**config.mk**
```make
export PLATFORM = sky130hd
export DESIGN_NAME = ctrl_decode
export DESIGN_NICKNAME = d
export VERILOG_FILES = /design/src/rtl/ctrl_decode.sv
export SDC_FILE = /design/constraint.sdc
export NUM_CORES = 1
export LEC_CHECK = 0
export ABC_CLOCK_PERIOD_IN_PS = 4400
export CORE_AREA = 2 2 101 64
export DETAILED_ROUTE_END_ITERATION = 6
export DIE_AREA = 0 0 103 66
export GPL_ROUTABILITY_DRIVEN = 1
export GPL_TIMING_DRIVEN = 1
export PLACE_DENSITY = 0.73
export SLEW_MARGIN = 20
export SYNTH_ARGS = -nofsm -noshare
export SYNTH_HDL_FRONTEND = slang
export SYNTH_SLANG_ARGS = --single-unit
```
**constraint.sdc**
```tcl
create_clock -name clk -period 4.4 [get_ports clk]
set_clock_uncertainty 0.05 [all_clocks]
set_input_delay 0.88 -clock clk [delete_from_list [all_inputs] [get_ports clk]]
set_output_delay 0.88 -clock clk [all_outputs]
set_load 0.01 [all_outputs]
```
**src/rtl/ctrl_decode.sv**
```systemverilog
// RV32I decode front end: 2-entry instruction FIFO feeding a combinational decoder
// that produces the *_temp control bundle and counts illegal encodings.
module ctrl_decode (
  input  logic        clk,
  input  logic        rst,
  input  logic [31:0] inst_in,
  input  logic        in_valid,
  output logic        in_ready,
  output logic        out_valid,
  input  logic        out_ready,
  output logic        PCSel_temp,
  output logic        RegWEn_temp,
  output logic        ASel_temp,
  output logic        BSel_temp,
  output logic        MemRW_temp,
  output logic [2:0]  DataRSel_temp,
  output logic [2:0]  ImmSel_temp,
  output logic [1:0]  DataWSel_temp,
  output logic [1:0]  WBSel_temp,
  output logic [3:0]  ALUSel_temp,
  output logic        illegal,
  output logic [7:0]  illegal_cnt
);

  localparam logic [6:0] OP_R      = 7'b0110011;
  localparam logic [6:0] OP_IALU   = 7'b0010011;
  localparam logic [6:0] OP_LOAD   = 7'b0000011;
  localparam logic [6:0] OP_STORE  = 7'b0100011;
  localparam logic [6:0] OP_BRANCH = 7'b1100011;
  localparam logic [6:0] OP_JAL    = 7'b1101111;
  localparam logic [6:0] OP_JALR   = 7'b1100111;
  localparam logic [6:0] OP_LUI    = 7'b0110111;
  localparam logic [6:0] OP_AUIPC  = 7'b0010111;

  localparam logic [2:0] IMM_I = 3'd0;
  localparam logic [2:0] IMM_S = 3'd1;
  localparam logic [2:0] IMM_B = 3'd2;
  localparam logic [2:0] IMM_U = 3'd3;
  localparam logic [2:0] IMM_J = 3'd4;

  localparam logic [3:0] ALU_ADD   = 4'd0;
  localparam logic [3:0] ALU_PASSB = 4'd10;

  localparam logic [1:0] WB_MEM = 2'd0;
  localparam logic [1:0] WB_ALU = 2'd1;
  localparam logic [1:0] WB_PC4 = 2'd2;

  logic [31:0] mem_q [2];
  logic [31:0] mem_d [2];
  logic        wr_ptr_q, wr_ptr_d;
  logic        rd_ptr_q, rd_ptr_d;
  logic [1:0]  count_q, count_d;
  logic [7:0]  illegal_cnt_q, illegal_cnt_d;

  logic        push, pop;
  logic [31:0] head;
  logic [6:0]  opcode;
  logic [2:0]  funct3;
  logic [6:0]  funct7;
  logic        legal;

  logic        d_pcsel, d_regwen, d_asel, d_bsel, d_memrw;
  logic [2:0]  d_datarsel, d_immsel;
  logic [1:0]  d_datawsel, d_wbsel;
  logic [3:0]  d_alusel;

  // funct3 order maps onto ALUSel codes; alt selects sub/sra.
  function automatic logic [3:0] alu_of(input logic [2:0] f3, input logic alt);
    case (f3)
      3'd0:    alu_of = alt ? 4'd1 : 4'd0;
      3'd1:    alu_of = 4'd2;
      3'd2:    alu_of = 4'd3;
      3'd3:    alu_of = 4'd4;
      3'd4:    alu_of = 4'd5;
      3'd5:    alu_of = alt ? 4'd7 : 4'd6;
      3'd6:    alu_of = 4'd8;
      default: alu_of = 4'd9;
    endcase
  endfunction

  assign in_ready  = (count_q < 2'd2);
  assign out_valid = (count_q != 2'd0);
  assign push      = in_valid & in_ready;
  assign pop       = out_valid & out_ready;

  always_comb begin
    mem_d         = mem_q;
    wr_ptr_d      = wr_ptr_q;
    rd_ptr_d      = rd_ptr_q;
    count_d       = count_q;
    illegal_cnt_d = illegal_cnt_q;
    if (push) begin
      mem_d[wr_ptr_q] = inst_in;
      wr_ptr_d        = ~wr_ptr_q;
    end
    if (pop) begin
      rd_ptr_d = ~rd_ptr_q;
    end
    case ({push, pop})
      2'b10:   count_d = count_q + 2'd1;
      2'b01:   count_d = count_q - 2'd1;
      default: count_d = count_q;
    endcase
    if (pop && illegal && (illegal_cnt_q != 8'hFF)) begin
      illegal_cnt_d = illegal_cnt_q + 8'd1;
    end
  end

  always_ff @(posedge clk or posedge rst) begin
    if (rst) begin
      mem_q[0]      <= '0;
      mem_q[1]      <= '0;
      wr_ptr_q      <= 1'b0;
      rd_ptr_q      <= 1'b0;
      count_q       <= 2'd0;
      illegal_cnt_q <= 8'd0;
    end else begin
      mem_q         <= mem_d;
      wr_ptr_q      <= wr_ptr_d;
      rd_ptr_q      <= rd_ptr_d;
      count_q       <= count_d;
      illegal_cnt_q <= illegal_cnt_d;
    end
  end

  assign head   = mem_q[rd_ptr_q];
  assign opcode = head[6:0];
  assign funct3 = head[14:12];
  assign funct7 = head[31:25];

  // Raw per-opcode decode; legality and out_valid gating are applied afterwards.
  always_comb begin
    d_pcsel    = 1'b0;
    d_regwen   = 1'b0;
    d_asel     = 1'b0;
    d_bsel     = 1'b0;
    d_memrw    = 1'b0;
    d_datarsel = 3'd0;
    d_immsel   = 3'd0;
    d_datawsel = 2'd0;
    d_wbsel    = 2'd0;
    d_alusel   = 4'd0;
    legal      = 1'b0;
    case (opcode)
      OP_R: begin
        d_regwen = 1'b1;
        d_wbsel  = WB_ALU;
        d_alusel = alu_of(funct3, funct7[5]);
        legal    = (funct7 == 7'h00) ||
                   ((funct7 == 7'h20) && ((funct3 == 3'd0) || (funct3 == 3'd5)));
      end
      OP_IALU: begin
        d_regwen = 1'b1;
        d_bsel   = 1'b1;
        d_immsel = IMM_I;
        d_wbsel  = WB_ALU;
        d_alusel = alu_of(funct3, (funct3 == 3'd5) && funct7[5]);
        if (funct3 == 3'd1)      legal = (funct7 == 7'h00);
        else if (funct3 == 3'd5) legal = (funct7 == 7'h00) || (funct7 == 7'h20);
        else                     legal = 1'b1;
      end
      OP_LOAD: begin
        d_regwen   = 1'b1;
        d_bsel     = 1'b1;
        d_immsel   = IMM_I;
        d_alusel   = ALU_ADD;
        d_wbsel    = WB_MEM;
        d_datarsel = funct3;
        legal      = (funct3 != 3'd3) && (funct3 != 3'd6) && (funct3 != 3'd7);
      end
      OP_STORE: begin
        d_memrw    = 1'b1;
        d_bsel     = 1'b1;
        d_immsel   = IMM_S;
        d_alusel   = ALU_ADD;
        d_datawsel = funct3[1:0];
        legal      = (funct3 <= 3'd2);
      end
      OP_BRANCH: begin
        d_asel   = 1'b1;
        d_bsel   = 1'b1;
        d_immsel = IMM_B;
        d_alusel = ALU_ADD;
        legal    = (funct3 != 3'd2) && (funct3 != 3'd3);
      end
      OP_JAL: begin
        d_pcsel  = 1'b1;
        d_regwen = 1'b1;
        d_asel   = 1'b1;
        d_bsel   = 1'b1;
        d_immsel = IMM_J;
        d_alusel = ALU_ADD;
        d_wbsel  = WB_PC4;
        legal    = 1'b1;
      end
      OP_JALR: begin
        d_pcsel  = 1'b1;
        d_regwen = 1'b1;
        d_bsel   = 1'b1;
        d_immsel = IMM_I;
        d_alusel = ALU_ADD;
        d_wbsel  = WB_PC4;
        legal    = (funct3 == 3'd0);
      end
      OP_LUI: begin
        d_regwen = 1'b1;
        d_bsel   = 1'b1;
        d_immsel = IMM_U;
        d_alusel = ALU_PASSB;
        d_wbsel  = WB_ALU;
        legal    = 1'b1;
      end
      OP_AUIPC: begin
        d_regwen = 1'b1;
        d_asel   = 1'b1;
        d_bsel   = 1'b1;
        d_immsel = IMM_U;
        d_alusel = ALU_ADD;
        d_wbsel  = WB_ALU;
        legal    = 1'b1;
      end
      default: legal = 1'b0;
    endcase
  end

  logic emit;
  assign emit    = out_valid & legal;
  assign illegal = out_valid & ~legal;

  assign PCSel_temp    = emit & d_pcsel;
  assign RegWEn_temp   = emit & d_regwen;
  assign ASel_temp     = emit & d_asel;
  assign BSel_temp     = emit & d_bsel;
  assign MemRW_temp    = emit & d_memrw;
  assign DataRSel_temp = emit ? d_datarsel : 3'd0;
  assign ImmSel_temp   = emit ? d_immsel   : 3'd0;
  assign DataWSel_temp = emit ? d_datawsel : 2'd0;
  assign WBSel_temp    = emit ? d_wbsel    : 2'd0;
  assign ALUSel_temp   = emit ? d_alusel   : 4'd0;
  assign illegal_cnt   = illegal_cnt_q;

endmodule

```
==> implementation parameters, run 1 <==
Parameter                              Value

Run status
  Outcome    complete, no violations

Critical path
  Slowest stage cell, crit path    sky130_fd_sc_hd__clkdlybuf4s50_1
  Worst setup EP type    output pin
  Maximum fanout along the worst path    10
  Cell-by-cell trace of the critical path    buf_4 -> nand3b_1 -> a22oi_2 -> nand2_2 -> a2111oi_4 -> nor3_1 -> buf_4 -> nand3b_1 -> a21oi_1 -> clkdlybuf4s50_1
  Kind of launch point of the worst setup path    flip-flop
  Arrival time of data at the critical path endpoint    about 3.3 ns
  Worst EP required    ~3.5 ns
  Worst reg2reg setup slack    between 1.5 and 2 ns
  Slowest cell delay on critical path    about 0.57 ns
  Kind of critical path    flip-flop to output pin

Timing
  Number of failing hold endpoints at the final stage    0
  Final setup fails    0
  Clock period minus worst slack    ~4.2 ns
  Post-route worst hold slack    ~0.45 ns
  Setup slack of the critical path after layout    around 0.19 ns
  Transition time at the pin with the least slew margin    a little under 0.9 ns
  Max frequency    roughly 0.24 GHz
  Count of pins over their slew limit    0
  Relative slew slack    0.4172
  Final clock period utilization by the worst path    0.9574

Yosys
  Post-Synthesis Mean Instance Area    ~11 sq um
  Total nets after synthesis    between 200 and 300
  Cell taking the most area after synthesis    sky130_fd_sc_hd__dfrtp_1
  Primary flip-flop cell chosen by synthesis mapping    sky130_fd_sc_hd__dfrtp_1
  Post-synthesis cell count    230
  Portion of the post-synthesis area used by sequential elements    0.4490
  Number of different library cells in the post-synthesis netlist    52
  Number of enable-type register cells in the synthesized netlist    0
  Most area-consuming cells after synthesis    sky130_fd_sc_hd__dfrtp_1 45%, sky130_fd_sc_hd__mux2_2 15%, sky130_fd_sc_hd__xnor2_1 3.4%
  Count of state elements after synthesis    46
  Synth top area share    0.4490
  Area of the mapped netlist    around 2600 sq um
  Fraction of synthesis flops using an asynchronous set or reset pin    1.000
  Synth warn    0

Clocking
  CTS hold repair buffers    0
  Cts bufs inserted    5
  Root Buffer Master    sky130_fd_sc_hd__clkbuf_8
  Total clock sinks    46
  TritonCTS clock tree    done
  Clock H-tree levels    2
  Number of buffers on the longest clock path    2
  Clk slew on worst S/H paths    about 0.090 ns
  Later-pin clock latency in the skew report    0.30 ns

Drt
  Number of vias in the routed layout    between 2,000 and 2,500
  Remaining routing DRC violations    0
  Drt first-iter violations    88
  Number of search-and-repair iterations in the first detailed-routing pass    4
  Total wirelength of the detailed-routed design    ~5.8 mm
  Number of nets still failing antenna checks after routing    0
  DR vias/cell    about 5.4
  Wire per inst    around 16 microns

Die
  Vert. Die Dim    66 microns
  Area of the placeable core    just under 6000 sq um
  Initial Util    0.4352
  Die width    103 microns
  Area of the die    6798 sq um
  Number of placement rows    22
  Count of boundary I/O pins    between 60 and 70

Cells and area
  Final core utilization    0.5576
  Area added between synthesis and finish    28.11%
  # diodes    0
  Net total in the final layout    between 300 and 400
  Proportion of layout cells with a drive suffix above 1    0.2345
  Fillcell total    538
  Layout Cell Area excl Fill    about 3300 sq um

Power and ir drop
  Peak supply drop    ~0.00032 V
  Leakage component of the power    1.283 nW
  Pwr Density    around 660 nW/um^2

GRT
  Via count of the first global-routing pass    1,907
  Total congestion overflow after global routing    0
  Pin count of the biggest net entering global routing    33
  Overall global routing resource usage    0.1818
  Global-route wire length before repair    roughly 9.4 mm
  Initial antenna violation count    0

Placed design
  Post-place instance area    between 3000 and 4000 sq um
  Dpl hpwl    between 4 and 5 mm
  Post-placement worst setup slack    about 0.41 ns
  Weighted congestion reported at the end of routability-driven placement    a little over 0.9
  Count of buffers from port buffering    50

Hold path
  Min-Delay Path Class    flip-flop to flip-flop

Flow run
  Maximum capacitance violations    0
[power breakdown]
part | internal (W) | switching, W
Sequential | 0.000633 | 0.000194
Clock | 0.000112 | 0.000146
Combinational | 0.000561 | 0.000533
[flip-flops by register name, summed over array words and instances (netlist names)]
name and count:
mem_q 34, illegal_cnt 8, count_q 2, rd_ptr_q 1, wr_ptr_q 1
[synth_stat cells, types with 2 or more instances]
cell type	number
sky130_fd_sc_hd__and3_1	7
sky130_fd_sc_hd__nor4_1	5
sky130_fd_sc_hd__a31oi_1	3
sky130_fd_sc_hd__mux2_2	35
sky130_fd_sc_hd__xor2_1	2
sky130_fd_sc_hd__or3b_1	3
sky130_fd_sc_hd__nand3b_1	5
sky130_fd_sc_hd__o21ai_0	2
sky130_fd_sc_hd__buf_4	2
sky130_fd_sc_hd__nor2b_1	4
sky130_fd_sc_hd__nor3_2	2
sky130_fd_sc_hd__and2_1	4
sky130_fd_sc_hd__clkbuf_1	2
sky130_fd_sc_hd__inv_1	5
sky130_fd_sc_hd__nand3_1	10
sky130_fd_sc_hd__nand2b_1	4
sky130_fd_sc_hd__dfrtp_1	46
sky130_fd_sc_hd__o211ai_1	4
sky130_fd_sc_hd__a21oi_1	9
sky130_fd_sc_hd__buf_6	3
sky130_fd_sc_hd__nand2_1	15
sky130_fd_sc_hd__ha_1	2
sky130_fd_sc_hd__xnor2_1	10
sky130_fd_sc_hd__nor2_1	10
sky130_fd_sc_hd__nor3_1	8
sky130_fd_sc_hd__mux2i_1	2
[kinds of logic (layout without fill, tap and decap cells)]
group | count (synthesis) | in the layout | share of synthesized area
mux | 39 | 39 | 0.1713
buf+inv | 13 | 73 | 0.03123
xor+xnor | 12 | 12 | 0.04100
fa+ha+maj | 2 | 2 | 0.009759
compound gates | 35 | 35 | 0.1147
simple gates | 83 | 83 | 0.1830
flops | 46 | 46 | 0.4490
[area by class of cell]
| cell class | count | area, sq um | share of cell area |
|---|---|---|---|
| Clock buffer | 5 | 68.82 | 0.02095 |
| Clock inverter | 3 | 21.27 | 0.006476 |
| Inverter | 5 | 18.77 | 0.005714 |
| Multi-Input combinational cell | 171 | 1343 | 0.4088 |
| Sequential cell | 46 | 1152 | 0.3509 |
| Tap cell | 84 | 105.1 | 0.03200 |
| Timing Repair Buffer | 60 | 575.6 | 0.1752 |
[per-layer routing]
| metal | track usage | up-vias | share of wire |
|---|---|---|---|
| li1 | - | 963 | - |
| met1 | 0.2782 | 995 | 0.50 |
| met2 | 0.2573 | 52 | 0.43 |
| met3 | 0.04545 | 4 | 0.058 |
| met4 | 0.03947 | 0 | 0.0069 |
| met5 | 0 | - | 0 |
[worst max-delay path: cells and delay by family (launching register included)]
family                 cells  cell delay [ns]
and+or+nand+nor            4             0.74
buffers and inverters      3             0.96
AOI/OAI and AO/OA          3             0.80
DFF                        1             0.49
[timing repair]
item / in CTS / in global routing
setup buffers: 0 / 1
endpoints found under the setup margin: 0 / 16
gates resized for setup: 0 / 4
[placed cells by master (no fill, tap or decap), types with 2 or more instances in the layout]
cell type	n
sky130_fd_sc_hd__a21oi_1	9
sky130_fd_sc_hd__a22oi_2	2
sky130_fd_sc_hd__a31oi_1	3
sky130_fd_sc_hd__and2_1	4
sky130_fd_sc_hd__and3_1	7
sky130_fd_sc_hd__buf_4	10
sky130_fd_sc_hd__clkbuf_8	5
sky130_fd_sc_hd__clkdlybuf4s50_1	50
sky130_fd_sc_hd__dfrtp_1	45
sky130_fd_sc_hd__ha_1	2
sky130_fd_sc_hd__inv_1	4
sky130_fd_sc_hd__mux2_2	35
sky130_fd_sc_hd__mux2i_1	2
sky130_fd_sc_hd__nand2_1	14
sky130_fd_sc_hd__nand2b_1	4
sky130_fd_sc_hd__nand3_1	10
sky130_fd_sc_hd__nand3b_1	5
sky130_fd_sc_hd__nor2_1	10
sky130_fd_sc_hd__nor2b_1	4
sky130_fd_sc_hd__nor3_1	8
sky130_fd_sc_hd__nor3_2	2
sky130_fd_sc_hd__nor4_1	5
sky130_fd_sc_hd__o211ai_1	4
sky130_fd_sc_hd__o21ai_0	2
sky130_fd_sc_hd__or3b_1	3
sky130_fd_sc_hd__xnor2_1	10
sky130_fd_sc_hd__xor2_1	2
[worst paths after layout]
| kind | cells after the start | start | to |
|---|---|---|---|
| setup / recovery | 10 | rd_ptr_q | ALUSel_temp[3] |
| setup reg to reg | 9 | rd_ptr_q | illegal_cnt[1] |
| hold / removal | 1 | wr_ptr_q | wr_ptr_q |
| min in group asynchronous | 2 | rst | mem_q[12] |
| hold reg to reg | 1 | wr_ptr_q | wr_ptr_q |
| max in group asynchronous | 3 | rst | mem_q[36] |
[stage by stage]
stage / std cells / setup TNS, ns / total power, W
global placement: 365 / 0 / 0.001869
floorplan: 230 / 0 / 0.001579
finish: 374 / 0 / 0.002179
CTS: 373 / 0 / 0.002167
detailed placement: 365 / 0 / 0.001903
global route: 374 / -0.0002103 / 0.002345
(Power assumes the default switching activity.)
==> run 2: changes to the inputs <==
--- a/config.mk
+++ b/config.mk
@@ -7,6 +7,8 @@
 export LEC_CHECK = 0
 export ABC_CLOCK_PERIOD_IN_PS = 4400
 export CORE_AREA = 2 2 101 64
+export CTS_BUF_LIST = sky130_fd_sc_hd__clkbuf_4
+export CTS_CLUSTER_SIZE = 16
 export DETAILED_ROUTE_END_ITERATION = 6
 export DIE_AREA = 0 0 103 66
 export GPL_ROUTABILITY_DRIVEN = 1
==> implementation parameters, run 2 (same netlist as run 1, synthesis figures left out) <==
Parameter                              Value

Run status
  Outcome    complete, no violations

Critical path
  Endpoint of the most critical register-to-register path    illegal_cnt[1]
  Termination of the worst setup path    ALUSel_temp[3]
  Number of cells on the worst reg-to-reg path    9
  Launch point of the worst reg-to-reg path    rd_ptr_q
  Kind of critical path    flip-flop to output pin
  Worst EP required    around 3.5 ns
  Arrival time of data at the critical path endpoint    ~3.3 ns
  Worst reg2reg setup slack    1.52 ns
  Kind of launch point of the worst setup path    flip-flop
  Launching instance or port of the critical path    rd_ptr_q
  Maximum fanout along the worst path    10
  Worst setup EP type    output pin

Timing
  Clock period minus worst slack    around 4.3 ns
  Final clock period utilization by the worst path    0.9667
  Unrepaired setup endpoints after global routing    yes
  Final setup fails    0
  Count of pins over their slew limit    0
  Post-route worst hold slack    between 0.4 and 0.5 ns
  Setup slack of the critical path after layout    0.1466 ns
  Transition time at the pin with the least slew margin    slightly below 0.9 ns
  Number of failing hold endpoints at the final stage    0
  Max frequency    about 0.24 GHz
  Relative slew slack    0.4102

Drt
  Met1 WL    2.921 mm
  Number of nets still failing antenna checks after routing    0
  Met3 wire length    around 300 microns
  Drt first-iter violations    a little over 100
  Met2 WL    2.576 mm
  Number of vias in the routed layout    roughly 2,000
  DR vias/cell    5.372
  Number of search-and-repair iterations in the first detailed-routing pass    4
  Highest Signal Layer    met4
  Wire per inst    roughly 16 microns
  Total wirelength of the detailed-routed design    between 5 and 6 mm
  Remaining routing DRC violations    0

Cells and area
  Biggest register    mem_q
  Fillcell total    between 500 and 600
  Net total in the final layout    between 300 and 400
  Multi-input logic area    between 1000 and 1500 sq um
  Max FFs per register    34
  Area added between synthesis and finish    27.38%
  Commonest cells after routing, fill and taps aside    49 x sky130_fd_sc_hd__clkdlybuf4s50_1, 45 x sky130_fd_sc_hd__dfrtp_1, 35 x sky130_fd_sc_hd__mux2_2
  Layout Cells excl Fill    374
  Proportion of layout cells with a drive suffix above 1    0.2414
  Most common cell after layout, fill and taps aside    sky130_fd_sc_hd__clkdlybuf4s50_1
  Combined flip-flop and latch cell area    between 1000 and 1500 sq um
  # diodes    0

Clocking
  Cts bufs inserted    5
  Number of buffers on the longest clock path    2
  Total clock sinks    46
  Later-pin clock latency in the skew report    roughly 0.37 ns
  Root Buffer Master    sky130_fd_sc_hd__clkbuf_4
  CTS hold repair buffers    0
  TritonCTS clock tree    done
  Clk slew on worst S/H paths    around 0.14 ns
  Clock H-tree levels    2

Hold path
  Startpoint of the worst hold path    wr_ptr_q
  Min-Delay Path Class    flip-flop to flip-flop

Placed design
  Dpl hpwl    4.456 mm
  Post-placement worst setup slack    0.4093 ns
  Dpl cells    ~370
  Count of buffers from port buffering    50
  Weighted congestion reported at the end of routability-driven placement    between 0.9 and 1

Flow run
  Maximum capacitance violations    0

Power and ir drop
  Peak supply drop    just over 0.0003 V
  Pwr Density    approximately 650 nW/um^2
  Leakage component of the power    around 1.3 nW

GRT
  Initial antenna violation count    0
  Overall global routing resource usage    0.1816
  Global-route wire length before repair    approximately 9.5 mm
  Total congestion overflow after global routing    0
  Pin count of the biggest net entering global routing    33
  Via count of the first global-routing pass    1,933

Die
  Initial Util    0.4352
  Vert. Die Dim    around 66 microns
  Count of boundary I/O pins    66
  Die width    103 microns
  Area of the die    6798 sq um
  Number of placement rows    22
  Area of the placeable core    about 5900 sq um
run 2: cell count changes in the layout (fill, tap and decap cells not counted):
| cell | before | now |
|---|---|---|
| sky130_fd_sc_hd__a21oi_1 | 9 | 8 |
| sky130_fd_sc_hd__a21oi_2 | 0 | 1 |
| sky130_fd_sc_hd__clkbuf_4 | 0 | 5 |
| sky130_fd_sc_hd__clkbuf_8 | 5 | 0 |
| sky130_fd_sc_hd__clkdlybuf4s50_1 | 50 | 49 |
| sky130_fd_sc_hd__dlymetal6s2s_1 | 0 | 1 |
| sky130_fd_sc_hd__o2111ai_1 | 1 | 0 |
| sky130_fd_sc_hd__o2111ai_2 | 0 | 1 |
run 2: worst min-delay path by stage:
stage | to | slack (ns) | depth (start not counted)
after floorplan | wr_ptr_q | 0.42 | 1
after CTS | wr_ptr_q | 0.46 | 1
after detailed placement | wr_ptr_q | 0.44 | 1
after global routing | illegal_cnt[6] | 0.48 | 1
final | wr_ptr_q | 0.46 | 1
after global placement | illegal_cnt[6] | 0.43 | 1
run 2: per-stage QoR:
stage	TNS (ns)	total power, W	cell area, sq um	utilization
after detailed placement	0	0.001903	3176	0.5391
after global placement	0	0.001869	3176	0.5391
after CTS	0	0.002114	3236	0.5493
final	0	0.002126	3266	0.5544
after global routing	-0.03659	0.002295	3266	0.5544
after floorplan	0	0.001579	2564	-
run 2: timing repair:
action	in CTS	in global routing
endpoints found under the setup margin	2	16
gates resized for setup	1	6
setup buffers	0	1
hold endpoints to repair	0	0
run 2: metal layers:
metal / track usage / up-vias
li1: - / 964
met4: 0.03783 / 0
met3: 0.04228 / 7
met5: 0 / -
met2: 0.2581 / 41
met1: 0.2795 / 997
run 2: area by class of cell:
| class | count | share of cell area |
|---|---|---|
| repair buffers | 60 | 0.1770 |
| clock buffers | 5 | 0.01149 |
| multi-input cells | 171 | 0.4142 |
| flip-flops and latches | 46 | 0.3529 |
| well taps | 84 | 0.03218 |
| inverters | 5 | 0.005747 |
| clock inverters | 3 | 0.006513 |
run 2: power by group:
group	internal [W]	leakage (nW)	switching, W
sequential	0.000631	0.549	0.000195
clock	0.0000623	0.0312	0.000142
combinational	0.000562	0.714	0.000534
run 2: worst max-delay path: stages, from the launching register on:
cell and delay, ns:
sky130_fd_sc_hd__dfrtp_2 0.51, sky130_fd_sc_hd__buf_4 0.19, sky130_fd_sc_hd__nand3b_1 0.22, sky130_fd_sc_hd__a22oi_2 0.26
sky130_fd_sc_hd__nand2_2 0.15, sky130_fd_sc_hd__a2111oi_4 0.34, sky130_fd_sc_hd__nor3_1 0.15, sky130_fd_sc_hd__buf_4 0.19
sky130_fd_sc_hd__nand3b_1 0.22, sky130_fd_sc_hd__a21oi_2 0.16, sky130_fd_sc_hd__clkdlybuf4s50_1 0.55
